$ cat config.mk
export PLATFORM = sky130hd
export DESIGN_NAME = instruction_loader
export DESIGN_NICKNAME = d
export VERILOG_FILES = /design/src/rtl/instruction_loader_pkg.sv /design/src/rtl/instruction_loader_timeout_counter.sv /design/src/rtl/instruction_loader.sv
export SDC_FILE = /design/constraint.sdc
export NUM_CORES = 1
export LEC_CHECK = 0
export BUFFER_PORTS_ARGS = -buffer_cell sky130_fd_sc_hd__buf_4
export CAP_MARGIN = 0
export CORE_MARGIN = 3
export CORE_UTILIZATION = 45
export CTS_CLUSTER_SIZE = 28
export DETAILED_ROUTE_END_ITERATION = 6
export PLACE_DENSITY = 0.71
export RECOVER_POWER = 50
export SYNTH_ARGS = -nofsm -noshare
export SYNTH_HDL_FRONTEND = slang
export SYNTH_HIERARCHICAL = 1
export SYNTH_SLANG_ARGS = --single-unit
$ cat constraint.sdc
create_clock -name i_clk -period 7.4 [get_ports i_clk]
set_clock_uncertainty 0.1 [all_clocks]
set_input_delay 0.37 -clock i_clk [delete_from_list [all_inputs] [get_ports i_clk]]
set_output_delay 0.37 -clock i_clk [all_outputs]
set_load 0.05 [all_outputs]
$ cat src/rtl/instruction_loader_pkg.sv
// Constants and state encoding shared by the instruction loader and the decode/control logic.
package instruction_loader_pkg;

   localparam int unsigned INSTR_MEM_ADDR_WIDTH = 8;

   localparam logic [5:0]  HALT_OPCODE = 6'b111111;
   localparam logic [31:0] HALT_WORD   = {HALT_OPCODE, 26'd0};

   localparam logic [1:0] LD_IDLE  = 2'd0;
   localparam logic [1:0] LD_LOAD  = 2'd1;
   localparam logic [1:0] LD_DONE  = 2'd2;
   localparam logic [1:0] LD_ERROR = 2'd3;

   typedef enum logic [1:0] {
      StIdle  = LD_IDLE,
      StLoad  = LD_LOAD,
      StDone  = LD_DONE,
      StError = LD_ERROR
   } ld_state_e;

endpackage

$ cat src/rtl/instruction_loader_timeout_counter.sv
// Inter-byte watchdog: a loadable down-counter that flags expiry once armed by a load.
module loader_timeout_counter #(
   parameter int unsigned TIMEOUT_CYCLES = 1000000
) (
   input  logic clk,
   input  logic rst_n,
   input  logic clear,
   input  logic load,
   input  logic enable,
   output logic expired
);

   localparam int unsigned CW = (TIMEOUT_CYCLES > 2) ? $clog2(TIMEOUT_CYCLES) : 1;
   localparam logic [CW-1:0] START = CW'(TIMEOUT_CYCLES - 1);

   logic [CW-1:0] count;
   logic          armed;

   always_ff @(posedge clk or negedge rst_n) begin
      if (!rst_n) begin
         count <= '0;
         armed <= 1'b0;
      end else if (clear) begin
         count <= '0;
         armed <= 1'b0;
      end else if (load) begin
         count <= START;
         armed <= 1'b1;
      end else if (enable && armed && (count != '0)) begin
         count <= count - CW'(1);
      end
   end

   // Unarmed means no byte yet in this load, so the watchdog must stay quiet.
   assign expired = armed && (count == '0);

endmodule

$ cat src/rtl/instruction_loader.sv
// Streams UART program bytes into the byte-wide instruction memory, holding fetch halted
// until the HALT word arrives, memory overflows, or the byte stream stalls.
module instruction_loader
   import instruction_loader_pkg::*;
#(
   parameter int unsigned MEM_ADDR_WIDTH = INSTR_MEM_ADDR_WIDTH,
   parameter int unsigned TIMEOUT_CYCLES = 1000000,
   parameter logic [31:0] HALT_WORD      = instruction_loader_pkg::HALT_WORD
) (
   input  logic                      i_clk,
   input  logic                      i_reset,
   input  logic                      i_start,
   input  logic [7:0]                i_rx_data,
   input  logic                      i_rx_valid,
   output logic                      o_write_instruction_mem,
   output logic [31:0]               o_instruction_mem_addr,
   output logic [31:0]               o_instruction_mem_data,
   output logic                      o_halt,
   output logic                      o_busy,
   output logic                      o_done,
   output logic                      o_error,
   output logic [MEM_ADDR_WIDTH-2:0] o_instr_count
);

   localparam int unsigned AW = MEM_ADDR_WIDTH;
   localparam int unsigned CW = MEM_ADDR_WIDTH - 1;

   ld_state_e     state;
   logic [AW:0]   addr;  // top bit set means every byte of memory has been written
   logic [1:0]    byte_idx;
   logic [23:0]   word_sr;
   logic          halt_pending;
   logic          in_load;
   logic          tmr_clear;
   logic          tmr_load;
   logic          tmr_expired;

   assign in_load   = (state == StLoad);
   assign tmr_clear = !in_load;
   assign tmr_load  = in_load && i_rx_valid;

   loader_timeout_counter #(
      .TIMEOUT_CYCLES(TIMEOUT_CYCLES)
   ) u_timeout (
      .clk    (i_clk),
      .rst_n  (i_reset),
      .clear  (tmr_clear),
      .load   (tmr_load),
      .enable (in_load),
      .expired(tmr_expired)
   );

   always_ff @(posedge i_clk or negedge i_reset) begin
      if (!i_reset) begin
         state                   <= StIdle;
         addr                    <= '0;
         byte_idx                <= '0;
         word_sr                 <= '0;
         halt_pending            <= 1'b0;
         o_write_instruction_mem <= 1'b0;
         o_instruction_mem_addr  <= '0;
         o_instruction_mem_data  <= '0;
         o_halt                  <= 1'b0;
         o_busy                  <= 1'b0;
         o_done                  <= 1'b0;
         o_error                 <= 1'b0;
         o_instr_count           <= '0;
      end else begin
         o_write_instruction_mem <= 1'b0;
         case (state)
            StLoad: begin
               // HALT completes one cycle after its last byte's write, so that write
               // is still seen with fetch halted.
               if (halt_pending) begin
                  state        <= StDone;
                  halt_pending <= 1'b0;
                  o_done       <= 1'b1;
                  o_halt       <= 1'b0;
                  o_busy       <= 1'b0;
               end else if (i_rx_valid) begin
                  if (addr[AW]) begin
                     state   <= StError;
                     o_error <= 1'b1;
                     o_halt  <= 1'b0;
                     o_busy  <= 1'b0;
                  end else begin
                     o_write_instruction_mem <= 1'b1;
                     o_instruction_mem_addr  <= 32'(addr);
                     o_instruction_mem_data  <= {24'd0, i_rx_data};
                     addr                    <= addr + (AW + 1)'(1);
                     byte_idx                <= byte_idx + 2'd1;
                     word_sr                 <= {word_sr[15:0], i_rx_data};
                     if (byte_idx == 2'd3) begin
                        o_instr_count <= o_instr_count + CW'(1);
                        if ({word_sr, i_rx_data} == HALT_WORD) begin
                           halt_pending <= 1'b1;
                        end
                     end
                  end
               end else if (tmr_expired) begin
                  state   <= StError;
                  o_error <= 1'b1;
                  o_halt  <= 1'b0;
                  o_busy  <= 1'b0;
               end
            end
            StIdle, StDone, StError: begin
               if (i_start) begin
                  state         <= StLoad;
                  addr          <= '0;
                  byte_idx      <= '0;
                  word_sr       <= '0;
                  halt_pending  <= 1'b0;
                  o_instr_count <= '0;
                  o_done        <= 1'b0;
                  o_error       <= 1'b0;
                  o_halt        <= 1'b1;
                  o_busy        <= 1'b1;
               end
            end
            default: state <= StIdle;
         endcase
      end
   end

endmodule
==> results of run 1 <==
cell families after synthesis:
family | after synthesis
buf+inv | 83
compound gates | 78
flops | 86
simple gates | 185
mux | 4
fa+ha+maj | 5
xor+xnor | 15
other cells | 1
per-stage QoR:
stage	hold slack (ps)	instance area, um2	power (mW)	setup WS (ps)
2_1_floorplan	-25.6	4490	1.13	5070
3_3_place_gp	375	4470	1.25	4430
3_5_place_dp	370	4470	1.26	4350
4_1_cts	118	4630	1.54	4290
5_1_grt	123	4570	1.61	2260
6_report	134	4570	1.51	3250
sequential cells by signal, summed over array words and instances (netlist names), 2 cells and up:
register                flops
o_instruction_mem_data      8
o_instr_count               7
byte_idx                    2
word_sr                    24
addr                        9
state                       2
o_instruction_mem_addr      8
u_timeout/count            20
layer usage:
metal / vias up / share of wire (%) / GRT usage (%)
met5: - / 0 / 0
met4: 0 / 1.6 / 6.65
met3: 12 / 4.8 / 3.04
met2: 80 / 48 / 25.0
met1: 1532 / 45 / 22.2
li1: 1534 / - / -
how the worst min path moves through the flow:
stage	endpoint	slack, ps	depth (start not counted)
after floorplan	addr[0]	-30	0
after global placement	o_instruction_mem_data[1]	370	2
after detailed placement	o_instruction_mem_data[7]	370	2
after CTS	o_instruction_mem_data[5]	120	3
after global routing	o_instruction_mem_data[3]	120	3
final	o_instruction_mem_data[5]	130	3
worst register-to-register path: stages (launching register included):
cell	delay [ps]
dfrtp_1	430
nand4bb_1	410
nand2b_1	600
inv_2	860
nor2_2	260
mux2_2	330
cells in the mapped netlist, drive strengths merged, types with 7 or more instances:
| library cell | count | area (um2) |
|---|---|---|
| xor2 | 10 | 87.6 |
| clkbuf | 9 | 33.8 |
| a22o | 9 | 78.8 |
| nand2 | 99 | 372 |
| nand3 | 12 | 60.1 |
| nor2 | 19 | 73.8 |
| a21oi | 16 | 80.1 |
| buf | 62 | 437 |
| dfrtp | 86 | 2150 |
| o211ai | 7 | 52.6 |
| o21ai | 28 | 144 |
| inv | 11 | 41.3 |
| nor4 | 14 | 87.6 |
| or3 | 8 | 50.1 |
power by group through the flow:
stage	clock, mW	sequential, mW	combinational, mW
2_1_floorplan	0	0.815	0.318
3_3_place_gp	0	0.708	0.539
3_5_place_dp	0	0.712	0.547
4_1_cts	0.288	0.704	0.549
5_1_grt	0.309	0.723	0.579
6_report	0.280	0.703	0.527
layout make-up:
class / instances / area, um2
sequential: 86 / 2150
fill: 900 / 4710
multi-input combinational: 335 / 1820
clock inverter: 3 / 22.5
clock buffer: 12 / 135
timing repair buffer: 39 / 236
inverter: 12 / 45.0
tap: 129 / 161
==> results.cfg, run 1 <==
[outcome]
status = complete, but fails checks
violations = max-capacitance violations, max-slew violations

[die]
core_area_um2 = 9280
die_area_um2 = 10800
initial_core_utilization_pct = 46.4
fp.dieH_um = 104
floorplan.die.width_um = 104
io-pin-count = 88
num_rows = 35

[sta]
timing.slew.headroom_pct = -195
timing.final.max_slew_violations = 87
post-route-period-util_pct = 56.1
max_clock_freq_mhz = 241
hold_violations = 0
timing.final.crit_period_ps = 4150
timing.final.setup_violations = 0
worstMarginPinSlew_ps = 4430
setup_repair_after_global_routing_missed_its_margin = no
timing.setup.tns_ps = 0

[synth]
synth_top_family_by_area = simple AND/OR/NAND/NOR gates
yosysWarningCount = 6
synth-simple-area-share_pct = 20.7
yosys.area_share.xor_xnor_pct = 3.05
post_synth.cell_area_avg_um2 = 9.43
synth_compound_area_share_pct = 11.8
sequential_element_share_of_the_synthesized_area_pct = 49.9
ys_types = 53
proportion_of_synthesized_area_in_mux_cells_pct = 1.02
synth-edff-count = 0
synth_area_in_adders_pct = 1.45
synth.ff_latch_count = 86
synthesis.instances = 457
async_reset_ff_share_pct = 100
synthFlopType = dfrtp_1
synth.cell_area_um2 = 4310

[placed_design]
port_buffers = 39
gp_routability_congestion = 0.877
place_inst = 601
dp_hpwl_um = 5900

[detailed_routing]
detail_route.vias_per_cell = 5.13
detail-route-antenna-nets = 0
wire_per_inst_um = 13.9
remaining_drc_errors = 0
detailroute.via_count = 3158
wirelength_um = 8560
drt-initial-drc-count = 152
detailedRoute.firstPassIterationCount = 4

[worst_setup_path]
ff2ff_setup_slack_ps = 4290
cp_slowest_stage_delay_ps = 3050
critPathKind = input pin to asynchronous set/reset pin
r2r_end = byte_idx[0]
cp-end-kind = asynchronous set/reset pin
critPathCapture = o_instruction_mem_addr[7]
cpMaxStageDelayCell = clkbuf_1
data_required_critical_path_ps = 6720
worstSetupPathDepth = 1
startpoint_type = input pin
startpoint = i_reset
delay_heaviest_family_cp = buffers and inverters
regToRegStartpoint = halt_pending
crit_fanout = 86
timing.reg2reg.worst_path_depth = 5
timing.critical_path.buf_inv = 1
worst_ep_arrival_time_ps = 3470
worstPathCellList = clkbuf_1

[power_and_ir_drop]
pwr-share-clk_pct = 18.6
power.share.combinational_pct = 34.9
leakagePower_nw = 2.10
switching_share_pct = 43.0
power_density_nw_per_um2 = 330
power_switching_mw = 0.649
power.ir.vdd_worst_mv = 0.0989
p_int_mw = 0.861
seqPwrFrac_pct = 46.6

[worst_hold_path]
worst_min_path_class = input pin to register
holdCritStartpoint = i_rx_data[5]

[cts]
clk_pin_slew_worst_paths_ps = 80
clock_latency_on_the_worst_skew_pair_ps = 350
cts.repair.resized = 0
clock_path_buffers = 2
numClockSinks = 86
cts_inserted_buffers = 9
hold_fix_buffers_cts = 0
post-cts-setup-buffer-count = 0
clock-root-buffer = clkbuf_8
htreeDepth = 3
tritoncts = done

[final_layout]
drive_above_1_share_pct = 9.45
nNetsFinal = 500
layout_common_cells = 99 x nand2_1, 86 x dfrtp_1, 48 x conb_1
area_growth_pct = 6.07
mostFrequentLayoutCell = nand2_1
post_layout_nonfiller_instances = 616
final_core_utilization_pct = 49.2
count_of_antenna_diodes_in_the_layout = 0

[grt]
grt_pass1_vias = 2932
grt_overflow_total = 0
grtUsageTotal_pct = 16.1
grt_max_degree = 87
first_pass_grt_wire_length_um = 14400
number_of_antenna_violations_at_the_first_check_in_global_routing = 0

[job]
drv.max_cap_violation_count = 1
(Power assumes the default switching activity.)
==> inputs of run 2 (changes only) <==
--- a/config.mk
+++ b/config.mk
@@ -11,7 +11,7 @@
 export CORE_UTILIZATION = 45
 export CTS_CLUSTER_SIZE = 28
 export DETAILED_ROUTE_END_ITERATION = 6
-export PLACE_DENSITY = 0.71
+export PLACE_DENSITY = 0.73
 export RECOVER_POWER = 50
 export SYNTH_ARGS = -nofsm -noshare
 export SYNTH_HDL_FRONTEND = slang
==> constraint.sdc (replaced) <==
create_clock -name i_clk -period 3.8 [get_ports i_clk]
set_clock_uncertainty 0.1 [all_clocks]
set_input_delay 0.19 -clock i_clk [delete_from_list [all_inputs] [get_ports i_clk]]
set_output_delay 0.19 -clock i_clk [all_outputs]
set_load 0.05 [all_outputs]
==> run 2 against run 1 <==
The run still ends with max-capacitance violations, max-slew violations left. Total power rose by 93%. Critical path depth rose by 4. Sequential power rose by 95%. Highest routed layer unchanged.
==> results.cfg, run 2 (synthesized netlist as in run 1, its figures left out) <==
[grt]
grt_busiest_layer = met2
grt_pass1_vias = 2897
met1_grt_util_pct = 22.1
grt_max_degree = 87
global_route.usage.met3_pct = 3.04
grt_overflow_total = 0
first_pass_grt_wire_length_um = 14200
use_met2_pct = 24.7
number_of_antenna_violations_at_the_first_check_in_global_routing = 0
grtUsageTotal_pct = 15.9

[final_layout]
mostFrequentLayoutCell = nand2_1
final_core_utilization_pct = 49.9
largest_register_ff_count = 24
layout_common_cells = 99 x nand2_1, 86 x dfrtp_1, 48 x conb_1
largest_registers = word_sr x24, u_timeout/count x20, addr x9
count_of_antenna_diodes_in_the_layout = 0
drive_above_1_share_pct = 6.83
area_growth_pct = 7.52
registers.top_by_ff_count = word_sr
nNetsFinal = 512

[placed_design]
dp_hpwl_um = 5760
gp_routability_congestion = 0.822
port_buffers = 39

[worst_setup_path]
ff2ff_setup_slack_ps = 1210
crit_fanout = 57
data_required_critical_path_ps = 3900
cp-end-kind = register
startpoint_type = register
worst_ep_arrival_time_ps = 2690
critPathKind = register to register

[die]
num_rows = 35
fp.dieH_um = 104
core_area_um2 = 9280
floorplan.die.width_um = 104
initial_core_utilization_pct = 46.4
die_area_um2 = 10800
io-pin-count = 88

[sta]
setup_repair_after_global_routing_missed_its_margin = no
post-route-period-util_pct = 68.1
timing.final.crit_period_ps = 2590
timing.final.setup_violations = 0
timing.setup.tns_ps = 0
timing.slew.headroom_pct = -37.3
max_clock_freq_mhz = 386
timing.final.max_slew_violations = 87
hold_violations = 0
worstMarginPinSlew_ps = 2060

[power_and_ir_drop]
power_density_nw_per_um2 = 628
power.ir.vdd_worst_mv = 0.180
fin_total_pwr_mw = 2.91
leakagePower_nw = 2.11

[outcome]
status = complete, but fails checks
violations = max-capacitance violations, max-slew violations

[job]
drv.max_cap_violation_count = 1

[cts]
clock_latency_on_the_worst_skew_pair_ps = 350
cts.repair.resized = 0
cts_inserted_buffers = 9
clock_path_buffers = 2
numClockSinks = 86
tritoncts = done
clock-root-buffer = clkbuf_8
htreeDepth = 3
clk_pin_slew_worst_paths_ps = 80

[detailed_routing]
wirelength_um = 8380
remaining_drc_errors = 0
detailroute.via_count = 3138
wire_per_inst_um = 13.4
detail_route.vias_per_cell = 5.00
drt-initial-drc-count = 161
detailedRoute.firstPassIterationCount = 4
detail-route-antenna-nets = 0

[worst_hold_path]
worst_min_path_class = input pin to register
-- run 2: power breakdown --
group,switching (mW),internal (mW),total [mW]
clock network,0.292,0.249,0.542
registers,0.205,1.16,1.37
logic,0.745,0.257,1.00
total,1.24,1.67,2.91
-- run 2: final cells by class --
class                           count  area, um2
Fill cell                         898       4650
Clock inverter                      1       7.51
Sequential cell                    86       2150
Multi-Input combinational cell    335       1820
Inverter                           12       45.0
Timing Repair Buffer               51        300
Clock buffer                       13        149
Tap cell                          129        161
-- run 2: repair_timing --
item | in CTS | in global routing
buffers inserted | 0 | 0
endpoints found under the hold margin | 103 | 0
hold buffers | 10 | 0
setup endpoints to repair | 0 | 0
-- run 2: per-layer routing --
layer	share of wire, %	wire [um]	vias to the layer above
li1	-	-	1549
met1	47	3940	1516
met2	48	4030	65
met3	3.8	318	8
met4	1.0	87	0
met5	0	0	-
-- run 2: worst paths after layout --
kind | cells past startpoint | from | endpoint
setup / recovery | 5 | halt_pending | word_sr[12]
hold / removal | 4 | i_rx_valid | o_error
setup reg to reg | 5 | halt_pending | word_sr[12]
hold reg to reg | 2 | o_instruction_mem_addr[0] | o_instruction_mem_addr[0]
max in group asynchronous | 2 | i_reset | word_sr[1]
min in group asynchronous | 2 | i_reset | u_timeout/count[9]
-- run 2: critical path: stages, from the launching register on --
cell,delay [ps]
dfrtp_1,430
nand4bb_1,370
nand2b_1,580
inv_2,320
buf_4,460
o21ai_0,170
-- run 2: stage by stage --
step	instances	hold WS, ps	cell area (um2)	setup WS (ps)
2_1_floorplan	504	-206	4490	1470
3_3_place_gp	603	311	4490	1300
3_5_place_dp	603	316	4490	1220
4_1_cts	627	193	4740	1210
5_1_grt	627	229	4630	971
6_report	627	221	4630	1210
==> inputs of run 3 (changes only) <==
--- a/config.mk
+++ b/config.mk
@@ -11,7 +11,7 @@
 export CORE_UTILIZATION = 45
 export CTS_CLUSTER_SIZE = 28
 export DETAILED_ROUTE_END_ITERATION = 6
-export PLACE_DENSITY = 0.73
+export PLACE_DENSITY = 0.71
 export RECOVER_POWER = 50
 export SYNTH_ARGS = -nofsm -noshare
 export SYNTH_HDL_FRONTEND = slang
==> constraint.sdc (replaced) <==
create_clock -name i_clk -period 2.6 [get_ports i_clk]
set_clock_uncertainty 0.1 [all_clocks]
set_input_delay 0.13 -clock i_clk [delete_from_list [all_inputs] [get_ports i_clk]]
set_output_delay 0.13 -clock i_clk [all_outputs]
set_load 0.05 [all_outputs]
==> run 3 against run 2 <==
The run now ends clean. Global-route usage rose by 1.2 points. Sequential power increased by 46%. Combinational power up 53%. Wire length is 5.1% higher. First-iteration DRC count down 12%. Clock-buffer cell count decreased by 1. Via count grew 2.2%. Sequential share of layout area shrank 1.4 points. Non-clock buffer count increased by 3. Flip-flop and latch count unchanged. Critical endpoint is now o_busy. Highest routed layer unchanged.
==> results.cfg, run 3 (synthesized netlist as in run 1, its figures left out) <==
[worst_setup_path]
delay_heaviest_family_cp = simple AND/OR/NAND/NOR gates
timing.reg2reg.worst_path_depth = 7
worstSetupPathDepth = 7
cpMostUsedCell = nand2_1
startpoint = u_timeout/count[6]
data_required_critical_path_ps = 2760
timing.critical_path.buf_inv = 0
critPathCapture = o_busy
cp_slowest_stage_delay_ps = 550
startpoint_type = register
worstPathCellList = or3_1 -> or3b_1 -> nor4_1 -> mux2_2 -> o21ai_0 -> nand2_1 -> nand2_1
regToRegStartpoint = u_timeout/count[6]
cp-end-kind = register
worst_ep_arrival_time_ps = 2550
crit_fanout = 8
critPathKind = register to register
r2r_end = o_busy
ff2ff_setup_slack_ps = 210
cpMaxStageDelayCell = or3b_1

[detailed_routing]
detailroute.via_count = 3206
detail_route.vias_per_cell = 5.07
detailedRoute.firstPassIterationCount = 5
remaining_drc_errors = 0
wire_per_inst_um = 13.9
detail-route-antenna-nets = 0
drt-initial-drc-count = 142
wirelength_um = 8810

[cts]
clock-root-buffer = clkbuf_8
clock_path_buffers = 2
numClockSinks = 86
clk_pin_slew_worst_paths_ps = 90
clock_latency_on_the_worst_skew_pair_ps = 370
htreeDepth = 3
tritoncts = done
cts_inserted_buffers = 9

[grt]
grt_pass1_vias = 3160
grt_overflow_total = 0
grt_max_degree = 55
grtUsageTotal_pct = 17.1
first_pass_grt_wire_length_um = 15200
number_of_antenna_violations_at_the_first_check_in_global_routing = 0

[final_layout]
registers.top_by_ff_count = word_sr
mostFrequentLayoutCell = nand2_1
area_of_the_multi_input_gates_um2 = 1830
seqCellArea_um2 = 2150
stdcell_area_um2 = 4770
count_of_antenna_diodes_in_the_layout = 0
nNetsFinal = 515
largest_registers = word_sr x24, u_timeout/count x20, addr x9
largest_register_ff_count = 24
area_growth_pct = 10.7
drive_above_1_share_pct = 10.3
fill_cells = 870
layout_common_cells = 99 x nand2_1, 86 x dfrtp_1, 48 x conb_1
final_core_utilization_pct = 51.4

[power_and_ir_drop]
power_density_nw_per_um2 = 939
leakagePower_nw = 2.19
fin_total_pwr_mw = 4.48
power.ir.vdd_worst_mv = 0.378

[sta]
post-route-period-util_pct = 92.0
timing.slew.headroom_pct = 9.07
hold_slack_ps = 126
max_clock_freq_mhz = 418
timing.final.crit_period_ps = 2390
hold_violations = 0
setup_repair_after_global_routing_missed_its_margin = no
timing.final.setup_violations = 0
timing.setup.tns_ps = 0
worstMarginPinSlew_ps = 1360
timing.final.max_slew_violations = 0

[die]
floorplan.die.width_um = 104
fp.dieH_um = 104
die_area_um2 = 10800
num_rows = 35
core_area_um2 = 9280
initial_core_utilization_pct = 46.4
io-pin-count = 88

[placed_design]
place_area_um2 = 4530
dp_hpwl_um = 6080
gp_routability_congestion = 0.845
port_buffers = 39

[job]
drv.max_cap_violation_count = 0

[worst_hold_path]
worst_min_path_class = input pin to register

[outcome]
status = finished clean
run 3: cell types whose count changed in the layout (fill, tap and decap cells not counted):
cell,delta
buf_12,+2
clkinv_4,+1
o21ai_1,-1
o21ai_2,+1
buf_4,+11
inv_6,+1
bufinv_16,+1
nor4b_1,-1
clkbuf_1,-11
nor4b_2,+1
run 3: worst min-delay path by stage:
stage | start | to | cells past startpoint
floorplan | i_reset | addr[0] | 0
global placement | i_reset | u_timeout/count[2] | 1
detailed placement | i_reset | u_timeout/count[2] | 1
CTS | i_rx_valid | o_error | 4
global route | i_rx_valid | o_error | 4
finish | i_rx_valid | o_error | 4
run 3: power breakdown:
part	internal, mW	leakage, nW	switching (mW)
Sequential	1.70	1.08	0.306
Combinational	0.424	1.01	1.11
Clock	0.476	0.0972	0.472
run 3: routing by layer:
metal,up-vias,wire length (um),GRT usage [%]
met1,1545,4070,22.6
li1,1565,-,-
met5,-,0,0
met4,0,118,5.41
met2,83,4200,27.5
met3,13,419,4.53
run 3: worst reg2reg max path, stage by stage, from the launching register on:
cell and delay [ps]:
dfrtp_1 420, or3_1 470, or3b_1 550, nor4_1 290, mux2_2 210, o21ai_0 110, nand2_1 90, nand2_1 50
run 3: layout make-up:
cell class	count	area share (%)
clock inverter	4	1.15
tap	129	3.38
sequential	86	45.1
timing repair buffer	54	8.07
multi-input combinational	335	38.3
clock buffer	12	3.04
inverter	12	0.944
run 3: per-stage QoR:
| step | setup WS (ps) | std cells |
|---|---|---|
| 3_5_place_dp | 204 | 606 |
| 3_3_place_gp | 339 | 606 |
| 6_report | 209 | 632 |
| 4_1_cts | 198 | 632 |
| 2_1_floorplan | 268 | 504 |
| 5_1_grt | 29.2 | 632 |
run 3: timing repair:
action | 4_1_cts | 5_1_grt
endpoints found under the hold margin | 72 | 0
resized for setup | 0 | 2
hold buffers | 10 | 0
setup buffers | 0 | 0
endpoints found under the setup margin | 0 | 2
